$ cat src/rtl/adc_sample_averager_pkg.sv
// Shared widths and FSM state encoding for the ADC sample averager.
package adc_sample_averager_pkg;

    localparam int ADC_WORD_W   = 16;
    localparam int MCP3008_BITS = 10;

    typedef enum logic [1:0] {
        ST_ACCUM  = 2'd0,
        ST_ACK    = 2'd1,
        ST_WAITLO = 2'd2,
        ST_OUT    = 2'd3
    } state_t;

endpackage

$ cat src/rtl/adc_sample_averager.sv
// Averages 2**LOG2_N ADC samples taken on an avail/accept handshake and offers the result on valid/ready.
// Build option: define AVG_ROUND_EN for round-half-up averaging (default truncates).
//
// state  | meaning
// ACCUM  | waiting for adc_avail; capture sample into running sum
// ACK    | accept pulse out; emit average if the block is complete
// WAITLO | wait for adc_avail to drop so one word is never counted twice
// OUT    | average held on out_data until out_ready; upstream stalled
module adc_sample_averager
    import adc_sample_averager_pkg::*;
#(
    parameter int DATA_W = MCP3008_BITS,
    parameter int LOG2_N = 2,
    parameter int OUT_W  = 16
) (
    input  logic                  clk,
    input  logic                  rst_n,
    input  logic                  clear,
    input  logic [ADC_WORD_W-1:0] adc_data,
    input  logic                  adc_avail,
    output logic                  adc_accept,
    output logic [OUT_W-1:0]      out_data,
    output logic                  out_valid,
    input  logic                  out_ready,
    output logic                  busy
);

    localparam int SUM_W = DATA_W + LOG2_N;
    localparam int CNT_W = LOG2_N + 1;
    localparam logic [CNT_W-1:0] CNT_FULL = CNT_W'(1 << LOG2_N);
    localparam logic [SUM_W:0]   AVG_MAX  = (SUM_W + 1)'((1 << DATA_W) - 1);

    state_t                r_state;
    logic [SUM_W-1:0]      r_sum;
    logic [CNT_W-1:0]      r_cnt;
    logic                  r_accept;
    logic [OUT_W-1:0]      r_out_data;
    logic                  r_out_valid;

    state_t                w_state_nxt;
    logic [SUM_W-1:0]      w_sum_nxt;
    logic [CNT_W-1:0]      w_cnt_nxt;
    logic                  w_accept_nxt;
    logic [OUT_W-1:0]      w_out_data_nxt;
    logic                  w_out_valid_nxt;

    logic [SUM_W:0]        w_wide;
    logic [DATA_W-1:0]     w_avg;
    logic                  w_unused_hi;

    // Bits above DATA_W carry no information from the converter.
    assign w_unused_hi = ^adc_data;

`ifdef AVG_ROUND_EN
    localparam int HALF = (1 << LOG2_N) >> 1;
    assign w_wide = ({1'b0, r_sum} + (SUM_W + 1)'(HALF)) >> LOG2_N;
`else
    assign w_wide = {1'b0, r_sum} >> LOG2_N;
`endif

    assign w_avg = (w_wide > AVG_MAX) ? DATA_W'(AVG_MAX) : w_wide[DATA_W-1:0];

    always_comb begin
        w_state_nxt     = r_state;
        w_sum_nxt       = r_sum;
        w_cnt_nxt       = r_cnt;
        w_accept_nxt    = 1'b0;
        w_out_data_nxt  = r_out_data;
        w_out_valid_nxt = r_out_valid;

        case (r_state)
            ST_ACCUM: begin
                if (adc_avail) begin
                    w_sum_nxt    = r_sum + SUM_W'(adc_data[DATA_W-1:0]);
                    w_cnt_nxt    = r_cnt + CNT_W'(1);
                    w_accept_nxt = 1'b1;
                    w_state_nxt  = ST_ACK;
                end
            end
            ST_ACK: begin
                if (r_cnt == CNT_FULL) begin
                    w_out_data_nxt  = OUT_W'(w_avg);
                    w_out_valid_nxt = 1'b1;
                    w_sum_nxt       = '0;
                    w_cnt_nxt       = '0;
                    w_state_nxt     = ST_OUT;
                end else begin
                    w_state_nxt = ST_WAITLO;
                end
            end
            ST_WAITLO: begin
                if (!adc_avail) begin
                    w_state_nxt = ST_ACCUM;
                end
            end
            ST_OUT: begin
                if (out_ready) begin
                    w_out_valid_nxt = 1'b0;
                    w_state_nxt     = ST_WAITLO;
                end
            end
            default: w_state_nxt = ST_ACCUM;
        endcase

        // A finished average is never discarded, so clear has no effect in OUT.
        if (clear && (r_state != ST_OUT)) begin
            w_sum_nxt       = '0;
            w_cnt_nxt       = '0;
            w_accept_nxt    = 1'b0;
            w_out_data_nxt  = r_out_data;
            w_out_valid_nxt = r_out_valid;
            w_state_nxt     = adc_avail ? ST_WAITLO : ST_ACCUM;
        end
    end

    always_ff @(posedge clk) begin
        if (!rst_n) begin
            r_state     <= ST_ACCUM;
            r_sum       <= '0;
            r_cnt       <= '0;
            r_accept    <= 1'b0;
            r_out_data  <= '0;
            r_out_valid <= 1'b0;
        end else begin
            r_state     <= w_state_nxt;
            r_sum       <= w_sum_nxt;
            r_cnt       <= w_cnt_nxt;
            r_accept    <= w_accept_nxt;
            r_out_data  <= w_out_data_nxt;
            r_out_valid <= w_out_valid_nxt;
        end
    end

    assign adc_accept = r_accept;
    assign out_data   = r_out_data;
    assign out_valid  = r_out_valid;
    assign busy       = (r_state != ST_ACCUM) || (r_cnt != '0);

endmodule
$ cat config.mk
export PLATFORM = sky130hd
export DESIGN_NAME = adc_sample_averager
export DESIGN_NICKNAME = d
export VERILOG_FILES = /design/src/rtl/adc_sample_averager_pkg.sv /design/src/rtl/adc_sample_averager.sv
export SDC_FILE = /design/constraint.sdc
export NUM_CORES = 1
export LEC_CHECK = 0
export ABC_AREA = 0
export ABC_CLOCK_PERIOD_IN_PS = 1800
export CAP_MARGIN = 20
export CORE_MARGIN = 2
export CORE_UTILIZATION = 44
export CTS_CLUSTER_SIZE = 28
export DETAILED_ROUTE_END_ITERATION = 16
export PLACE_DENSITY = 0.75
export SKIP_LAST_GASP = 1
export SYNTH_ARGS = -nofsm -noshare
export SYNTH_HDL_FRONTEND = slang
export SYNTH_SLANG_ARGS = --single-unit
$ cat constraint.sdc
create_clock -name clk -period 1.8 [get_ports clk]
set_input_delay 0.36 -clock clk [delete_from_list [all_inputs] [get_ports clk]]
set_output_delay 0.36 -clock clk [all_outputs]
set_load 0.005 [all_outputs]
==> results of run 1 <==
[what timing repair did]
action	CTS	global route
hold endpoints to repair	0	0
resized for setup	32	7
endpoints found under the setup margin	14	13
buffers inserted	2	0
pin swaps	18	8
[through the flow]
step | cells | instance area (µm²) | hold slack, ns | total power, mW | utilization
final | 291 | 2360 | 0.460 | 1.51 | 0.654
after floorplan | 193 | 1660 | 0.446 | 0.841 | -
after CTS | 291 | 2320 | 0.465 | 1.50 | 0.644
after detailed placement | 282 | 2120 | 0.458 | 0.951 | 0.587
after global routing | 291 | 2360 | 0.485 | 1.59 | 0.654
after global placement | 282 | 2120 | 0.451 | 0.946 | 0.587
[sequential cells by signal, summed over array words and instances (netlist names)]
register / count
r_sum: 12
out_data: 10
r_cnt: 3
r_state: 2
adc_accept: 1
out_valid: 1
[synth_stat cells (all sizes together)]
cell / count / share of area
conb: 1 / 0.0023
ha: 12 / 0.092
nor2b: 2 / 0.0077
xnor2: 5 / 0.027
mux2: 1 / 0.0069
o21ba: 1 / 0.0061
and2: 1 / 0.0038
a21boi: 12 / 0.055
a31oi: 1 / 0.0038
buf: 10 / 0.041
nor3b: 1 / 0.012
a22o: 9 / 0.048
xor2: 2 / 0.011
nor3: 1 / 0.0061
nand3b: 1 / 0.0046
mux2i: 1 / 0.0061
o32a: 1 / 0.0061
nand3: 3 / 0.0092
a21oi: 13 / 0.051
o21a: 3 / 0.014
clkbuf: 3 / 0.0069
and4b: 1 / 0.0061
dfxtp: 29 / 0.36
or3: 4 / 0.015
nand2: 33 / 0.078
a32o: 2 / 0.012
fa: 1 / 0.012
o21ai: 10 / 0.031
nor2: 13 / 0.030
o311a: 1 / 0.0061
nand2b: 1 / 0.0038
a211oi: 2 / 0.0092
inv: 6 / 0.014
o211ai: 1 / 0.0046
[cells in the final DEF (no fill, tap or decap), drive strengths merged, types with 7 or more instances in the layout]
master / Yosys / routed
nand2: 33 / 33
ha: 12 / 12
o21ai: 10 / 10
a21oi: 13 / 13
dfxtp: 29 / 29
clkbuf: 3 / 7
nor2: 13 / 13
clkdlybuf4s50: 0 / 17
a21boi: 12 / 12
dlygate4sd2: 0 / 8
buf: 10 / 29
a22o: 9 / 9
[cell type report]
| type | instances | area, µm² |
|---|---|---|
| well taps | 48 | 60.1 |
| repair buffers | 56 | 478 |
| multi-input cells | 145 | 1120 |
| fillers | 298 | 1250 |
| clock buffers | 7 | 86.3 |
| flip-flops and latches | 29 | 591 |
| inverters | 6 | 22.5 |
[cell families (layout without fill, tap and decap cells)]
family                   Yosys count  after routing  synth area share
AND/OR/NAND/NOR                   61             61             0.176
other                              1              6           0.00230
buffers and inverters             19             69            0.0622
AO/OA/AOI/OAI                     56             56             0.248
flip-flops                        29             29             0.356
XOR/XNOR                           7              7            0.0376
adder cells (fa/ha/maj)           13             13             0.104
multiplexers                       2              2            0.0131
[routing by layer]
layer | track usage | wire length, µm | share of wire | vias to the layer above
met1 | 0.245 | 1720 | 0.44 | 657
met2 | 0.347 | 1940 | 0.50 | 35
li1 | - | - | - | 757
met4 | 0.0904 | 82 | 0.021 | 0
met5 | 0 | 0 | 0 | -
met3 | 0.0503 | 128 | 0.033 | 8
[worst max-delay path: cells and delay by family, from the launching register on]
family | cells | cell delay (ns)
DFF | 1 | 0.33
and+or+nand+nor | 2 | 0.41
adders and majority gates | 1 | 0.33
AOI/OAI and AO/OA | 3 | 0.59
[power by group through the flow]
| stage | sequential, mW | clock [mW] | combinational [mW] |
|---|---|---|---|
| floorplan | 0.680 | 0 | 0.161 |
| global placement | 0.686 | 0 | 0.260 |
| detailed placement | 0.687 | 0 | 0.264 |
| CTS | 0.677 | 0.541 | 0.285 |
| global route | 0.680 | 0.585 | 0.327 |
| finish | 0.678 | 0.533 | 0.299 |
[path summary, 6_finish.rpt]
| kind | end | slack [ns] |
|---|---|---|
| setup / recovery | r_sum[9] | 0.03 |
| hold / removal | out_valid | 0.46 |
| setup reg to reg | r_sum[9] | 0.03 |
| hold reg to reg | out_valid | 0.46 |
==> results.md, run 1 <==
- Clock slew at reported path FFs: 0.06 ns
- Wirelength per Cell: around 13 µm
- Critical path origin: r_sum[1]
- Pins Over Slew Limit: 0
- Worst-Skew Late Latency: between 0.2 and 0.3 ns
- Share of total power in sequential cells: 0.449
- Clk sink count: 29
- Share of layout cells above drive strength 1: 0.276
- Crit path DAT: 1.95 ns
- Die W: around 65 µm
- Yosys Warn Count: 0
- Fmax: 564 MHz
- Vias: 1457
- Core footprint: 0.00361 mm²
- Worst Path Required: between 1.5 and 2 ns
- Die height: 64.8 µm
- Total grt overflow: 0
- CP max stage cell: or3_1
- DRC Markers: 0
- FF-to-FF Start: r_sum[1]
- Initial antenna violation count: 0
- Worst-case clock buffer depth: 2
- Cell count of the worst reg-to-reg path: 6
- Max-capacitance violation count: 0
- P_sw: 386 µW
- Post-synthesis cell type count: 39
- CP cell instances: ha_1, a21oi_4, nor3b_4, o21a_1, or3_1, a32o_1
- Crit-path max FO: 4
- Row count: 22
- Port Buf Inserts: 27
- Hold wc startpoint: out_valid
- Pin count of the biggest net entering global routing: 14
- First-pass detailed-route iteration total: 4
- Hold Path Depth: 2
- Setup WS pre-CTS: -0.551 ns
- Layout Skew: 0.00553 ns
- Initial Utilization: 0.452
- Syn avg cell area: slightly below 9 µm²
- Clk pwr share: 0.353
- Element type at the critical path end: register
- Area delta synth->final: 44.9%
- Maximum VDD drop: between 300 and 400 µV
- Worst Setup Slack, final: 0.0284 ns
- Vias/cell: ~5
- H-tree levels: 2
- IO Count: 40
- First-pass GRT wire length: 6.48 mm
- TritonCTS clock tree: yes
- Worst Setup Path Type: reg2reg
- Startpoint Class: register
- Die area: around 0.0042 mm²
- Critical Path Max Stage Delay: 0.34 ns
- Post-route minimum period: 1.77 ns
- Number of global-route vias before repair: approximately 1400
- Routability cong.: between 0.9 and 1
- CTS buffer count: 5
- Slew HR: 0.626
- Setup Viol. Count Final: 0
- P_leak: roughly 0.9 nW
- Seq/Total Area, Yosys: 0.356
- Status: complete, no violations
- Post-route ant nets: 0
- Final wirelength: 3.87 mm
- Initial DRC count: 79
- Gate Count Post-Synth: 188
- RSZ-0062 raised after global routing: yes
- Post-CTS Hold Fix Bufs: 0
- Root Buffer: clkbuf_8
- Logic gate share of total power: 0.198
- Switching share of power: 0.256
- Final period util: 0.984
- Seq cells post-synth: 29
- GRT Overall Usage: 0.205
- Setup TNS: 0 ns
- P_int: approximately 1.1 mW
- Pwr per Cell Area: around 640 mW/mm²
- Post-Syn Area: 0.00163 mm²
- Hold Crit Class: reg2reg
- Nets: 277
- Hold Vio Cnt, Final: 0
- Final HPWL DP: 2.63 mm
- Least-Margin Pin Slew: ~0.56 ns
- # diodes: 0
Power figures use the tool's default switching activity.
==> inputs of run 2 (changes only) <==
--- a/config.mk
+++ b/config.mk
@@ -12,6 +12,7 @@
 export CORE_UTILIZATION = 44
 export CTS_CLUSTER_SIZE = 28
 export DETAILED_ROUTE_END_ITERATION = 16
+export HOLD_SLACK_MARGIN = 0.03
 export PLACE_DENSITY = 0.75
 export SKIP_LAST_GASP = 1
 export SYNTH_ARGS = -nofsm -noshare
==> results of run 2 <==
No change in the layout: final DEF, timing and power equal those of run 1.
==> inputs of run 3 (changes only) <==
--- a/config.mk
+++ b/config.mk
@@ -8,7 +8,7 @@
 export ABC_AREA = 0
 export ABC_CLOCK_PERIOD_IN_PS = 1800
 export CAP_MARGIN = 20
-export CORE_MARGIN = 2
+export CORE_MARGIN = 5
 export CORE_UTILIZATION = 44
 export CTS_CLUSTER_SIZE = 28
 export DETAILED_ROUTE_END_ITERATION = 16
==> run 3 against run 2 <==
  * Count of clock-buffer cells in the layout unchanged
  * Cell area increased by 1.5%
  * Flip-flop and latch count unchanged
  * Sequential share of layout area decreased by 0.59 points
  * Core utilization increased by 0.50 points
  * Final cell count increased by 1.0%
  * Clock power about the same
  * Critical path depth increased by 1
  * Register-to-register slack improved by 0.02 ns
  * Sequential power about the same
  * Largest power group unchanged
==> results.md, run 3 (synthesized netlist as in run 1, its figures left out) <==
- P_int: 1.13 mW (was 1.12 mW)
- Wirelength per Cell: 12.4 µm (was 13.3 µm)
- Worst Path Required: 1.97 ns (was 1.98 ns)
- Most frequent cells in the layout: nand2_1 (31), buf_4 (31), dfxtp_1 (25) (was nand2_1 (31), buf_4 (29), dfxtp_1 (23))
- Pwr per Cell Area: 631 mW/mm² (was 640 mW/mm²)
- Share of layout cells above drive strength 1: 0.276 (about the same)
- CP max stage cell: or3_1 (unchanged)
- Worst Setup Slack, final: 0.0452 ns (was 0.0284 ns)
- Post-route minimum period: 1.75 ns (was 1.77 ns)
- Element type at the critical path end: register (unchanged)
- Die W: 70.8 µm (was 64.8 µm)
- Final HPWL DP: 2.66 mm (was 2.63 mm)
- Switching share of power: 0.251 (was 0.256)
- Initial antenna violation count: 0 (unchanged)
- Hold Vio Cnt, Final: 0 (unchanged)
- Overall Power: 1.51 mW (about the same)
- Startpoint Class: register (unchanged)
- Layout Skew: 0.0103 ns (was 0.00553 ns)
- Clk sink count: 29 (unchanged)
- Worst Setup Path Type: reg2reg (unchanged)
- Initial Utilization: 0.448 (was 0.452)
- Final wirelength: 3.64 mm (was 3.87 mm)
- Pins Over Slew Limit: 0 (unchanged)
- DRC Markers: 0 (unchanged)
- Hold Crit Class: reg2reg (unchanged)
- TritonCTS clock tree: yes (unchanged)
- Worst-Skew Late Latency: 0.28 ns (about the same)
- Max reg flops: 12 (unchanged)
- Core footprint: 0.00363 mm² (was 0.00361 mm²)
- Critical Path Max Stage Delay: 0.36 ns (was 0.34 ns)
- Routability cong.: 0.890 (was 0.901)
- Initial DRC count: 73 (was 79)
- First-pass GRT wire length: 5.86 mm (was 6.48 mm)
- Post-route ant nets: 0 (unchanged)
- GRT Overall Usage: 0.147 (was 0.205)
- Clk pwr share: 0.351 (was 0.353)
- WP buf/inv: 1 (was 0)
- Logic gate share of total power: 0.202 (was 0.198)
- Setup TNS: 0 ns (unchanged)
- Fmax: 570 MHz (was 564 MHz)
- Total grt overflow: 0 (unchanged)
- P_leak: 0.947 nW (was 0.921 nW)
- Clock slew at reported path FFs: 0.06 ns (about the same)
- Pin count of the biggest net entering global routing: 14 (unchanged)
- CTS buffer count: 5 (unchanged)
- First-pass detailed-route iteration total: 4 (unchanged)
- # diodes: 0 (unchanged)
- Largest register by flop count: r_sum (unchanged)
- Setup WS pre-CTS: -0.537 ns (was -0.551 ns)
- Maximum VDD drop: 337 µV (was 341 µV)
- Number of global-route vias before repair: 1352 (was 1398)
- Post-layout util: 0.659 (was 0.654)
- IO Count: 40 (unchanged)
- Worst-case clock buffer depth: 2 (unchanged)
- CP top delay family: compound AO/OA/AOI/OAI gates (unchanged)
- Nets: 280 (was 277)
- RSZ-0062 raised after global routing: yes (unchanged)
- Crit path DAT: 1.93 ns (was 1.95 ns)
- Fill cells: 290 (was 298)
- Area delta synth->final: 47.1% (was 44.9%)
- Vias/cell: 5.00 (was 5.01)
- Port Buf Inserts: 27 (unchanged)
- P_sw: 379 µW (was 386 µW)
- Crit-path max FO: 4 (unchanged)
- Final period util: 0.975 (was 0.984)
- Die area: 0.00502 mm² (was 0.00420 mm²)
- Share of total power in sequential cells: 0.448 (was 0.449)
- CP cell instances: ha_4, buf_6, a21oi_4, nor3b_4, o21a_1, or3_1, a32o_1 (was ha_1, a21oi_4, nor3b_4, o21a_1, or3_1, a32o_1)
- Row count: 22 (unchanged)
- Status: complete, no violations (unchanged)
- Root Buffer: clkbuf_8 (unchanged)
- H-tree levels: 2 (unchanged)
- Max-capacitance violation count: 0 (unchanged)
- Die height: 70.8 µm (was 64.8 µm)
- Vias: 1470 (was 1457)
- Setup Viol. Count Final: 0 (unchanged)
run 3: changes by cell type in the layout (fill, tap and decap cells not counted), moves of 2 or more:
cell            change
buf_4               +2
dfxtp_1             +2
o21ai_1             +2
dlymetal6s2s_1      +2
run 3: final timing paths:
| kind | start | endpoint | slack (ns) | cells past startpoint |
|---|---|---|---|---|
| worst min-delay path | out_valid | out_valid | 0.46 | 2 |
| worst max register to register | r_sum[0] | r_sum[9] | 0.05 | 7 |
| worst max-delay path | r_sum[0] | r_sum[9] | 0.05 | 7 |
| worst min register to register | out_valid | out_valid | 0.46 | 2 |
run 3: per-stage QoR:
step,hold WS [ns],std cells,instance area [µm²]
finish,0.457,294,2400
global route,0.490,294,2400
CTS,0.464,294,2350
detailed placement,0.456,283,2130
floorplan,0.446,193,1660
global placement,0.450,283,2130
run 3: power by group through the flow:
stage / clock network, mW / registers (mW) / logic, mW
finish: 0.530 / 0.677 / 0.305
global route: 0.571 / 0.679 / 0.333
CTS: 0.546 / 0.675 / 0.292
detailed placement: 0 / 0.685 / 0.265
global placement: 0 / 0.685 / 0.263
floorplan: 0 / 0.680 / 0.161
run 3: layout make-up:
cell class / instances / area (µm²) / area share
Clock buffer: 7 / 86.3 / 0.0360
Timing Repair Buffer: 59 / 510 / 0.213
Sequential cell: 29 / 586 / 0.244
Tap cell: 48 / 60.1 / 0.0251
Multi-Input combinational cell: 145 / 1130 / 0.472
Inverter: 6 / 22.5 / 0.00940
run 3: what timing repair did:
item                                    CTS  global route
endpoints found under the setup margin    8            13
hold endpoints to repair                  0             0
pin swaps                                20             9
hold buffers                              0             0
resized for setup                        25            12
buffers inserted                          4             0
run 3: layer usage:
metal | part of all wire | vias up | track usage | wire, µm
met4 | 0.020 | 0 | 0.0835 | 73
met2 | 0.47 | 36 | 0.233 | 1710
met5 | 0 | - | 0 | 0
li1 | - | 763 | - | -
met3 | 0.050 | 5 | 0.0384 | 181
met1 | 0.46 | 666 | 0.180 | 1670
run 3: tightest hold or removal path, delay by kind of cell (launching register included):
family           cells  cell delay, ns
AND/OR/NAND/NOR      1            0.04
AO/OA/AOI/OAI        1            0.06
flip-flops           1            0.30
==> RTL edit, RTL diff (flow settings as in run 1) <==
The option `AVG_ROUND_EN` is turned on by a define.
--- a/src/rtl/adc_sample_averager.sv
+++ b/src/rtl/adc_sample_averager.sv
@@ -6,6 +6,8 @@
 // ACK    | accept pulse out; emit average if the block is complete
 // WAITLO | wait for adc_avail to drop so one word is never counted twice
 // OUT    | average held on out_data until out_ready; upstream stalled
+`define AVG_ROUND_EN
+
 module adc_sample_averager
     import adc_sample_averager_pkg::*;
 #(
Check against the original RTL: same outputs for any inputs over 10 cycles, from zero or initial values and one cycle with rst_n low; that may be too few to reach the edited logic, so the function may still have changed.
==> RTL edit against run 1 <==
- the run now ends with setup timing left
- first-iteration DRC count up 43%
- sequential cell count unchanged
- final cell count up 12%
- wire length rose by 13%
- hold slack better by 5.8 ps
- worst setup slack worse by 59 ps
- cell area rose by 13%
- non-clock buffer count rose by 16
- power up 6.7%
- die area increased by 8.4%
- synthesized area grew 9.0%
- fmax down 3.2%
- critical endpoint is now r_sum[4]
- largest cell class unchanged
- largest power group unchanged
==> RTL edit: results (changes against run 1) <==
outcome: "finished, violations left"  # was completed
failed_checks: "setup timing"
met1_usage_pct: 25.4  # was 24.5%
via_count: 1747  # was 1457
grt_pass1_wl_mm: 7.30  # was 6.48 mm
synth_commonest_cells: "dfxtp_1, a21oi_1, nand2_1"  # was nand2_1, dfxtp_1, nor2_1
drt-initial-drc-count: 113  # was 79
dpl.hpwl_mm: 2.88  # was 2.63 mm
path_delay_family: "adder cells"  # was compound AO/OA/AOI/OAI gates
critPathMaxStageDelay_ps: 360  # was 340 ps
holdPathEnd: "out_data[8]"  # was out_valid
setup_ws_ps: -31.0  # was 28.4 ps
critical_path_arrival_ps: 2010  # was 1950 ps
nets: 311  # was 277
crit_path_start: "r_sum[0]"  # was r_sum[1]
gp_congestion: 0.818  # was 0.901
vdd_drop_max_mv: 0.393  # was 0.341 mV
slowest_stage: "fa_2"  # was or3_1
grtUsageTotal_pct: 21.3  # was 20.5%
routedWlPerCell_um: 13.4  # was 13.3 um
synthArstFlopShare_pct: 0  # unchanged
yosys-top-cells-area: "dfxtp_1, ha_1, a21oi_1, a22o_1, xor2_1"  # was dfxtp_1, ha_1, nand2_1, a21boi_0, a22o_1
p_sw_share_pct: 26.5  # was 25.6%
r2r_cells: 10  # was 6
wl_met2_mm: 2.06  # was 1.94 mm
power_leakage_uw: 0.00116  # was 0.000921 uW
tns_ps: -55.0  # was 0 ps
critPathMaxFanout: 2  # was 4
setup_viol: 3  # was 0
hold_start: "out_data[8]"  # was out_valid
yosysSeqAreaShare_pct: 32.7  # was 35.6%
vias_per_cell: 5.34  # was 5.01
endpoint: "r_sum[4]"  # was r_sum[9]
place_ws_ps: -616  # was -551 ps
RTL edit: cell types whose count changed in the layout (fill, tap and decap cells not counted), sizes merged, moves of 3 or more:
cell and change:
nand2 -19, buf +16, a21boi -11, o21ai +6, xor2 +6, a21o +5
inv +5, and3 +4, a21oi +3, a31oi +3, nand3 +3
RTL edit: what timing repair did:
item / CTS / global route
resized for setup: 32 / 7
buffers inserted: 9 / 3
endpoints found under the setup margin: 8 / 7
pin swaps: 21 / 9
hold buffers: 0 / 0
RTL edit: through the flow:
step / instance area [um2] / total power [uW] / hold slack, ps / utilization, %
finish: 2670 / 1610 / 466 / 67.8
global route: 2670 / 1680 / 503 / 67.8
CTS: 2620 / 1600 / 469 / 66.4
detailed placement: 2370 / 975 / 458 / 60.0
global placement: 2370 / 969 / 456 / 60.0
floorplan: 1850 / 847 / 463 / -
RTL edit: layout make-up:
class / instances / area (um2)
timing repair buffer: 72 / 613
fill: 308 / 1270
clock inverter: 1 / 5.00
tap: 50 / 62.6
inverter: 11 / 41.3
sequential: 29 / 592
clock buffer: 7 / 96.3
multi-input combinational: 157 / 1260
RTL edit: cells by family (layout without fill, tap and decap cells):
logic type	after synthesis	after routing	share of synthesized area, %
compound gates	64	64	24.5
other cells	1	6	0.211
simple gates	55	55	16.3
xor+xnor	13	13	6.41
fa+ha+maj	14	14	10.3
flops	29	29	32.7
mux	5	5	3.03
buf+inv	23	91	6.48
RTL edit: power by group through the flow:
| stage | sequential (uW) | combinational, uW | clock (uW) |
|---|---|---|---|
| final | 675 | 330 | 605 |
| after floorplan | 686 | 161 | 0 |
| after detailed placement | 686 | 289 | 0 |
| after global placement | 686 | 284 | 0 |
| after CTS | 674 | 312 | 616 |
| after global routing | 676 | 362 | 644 |
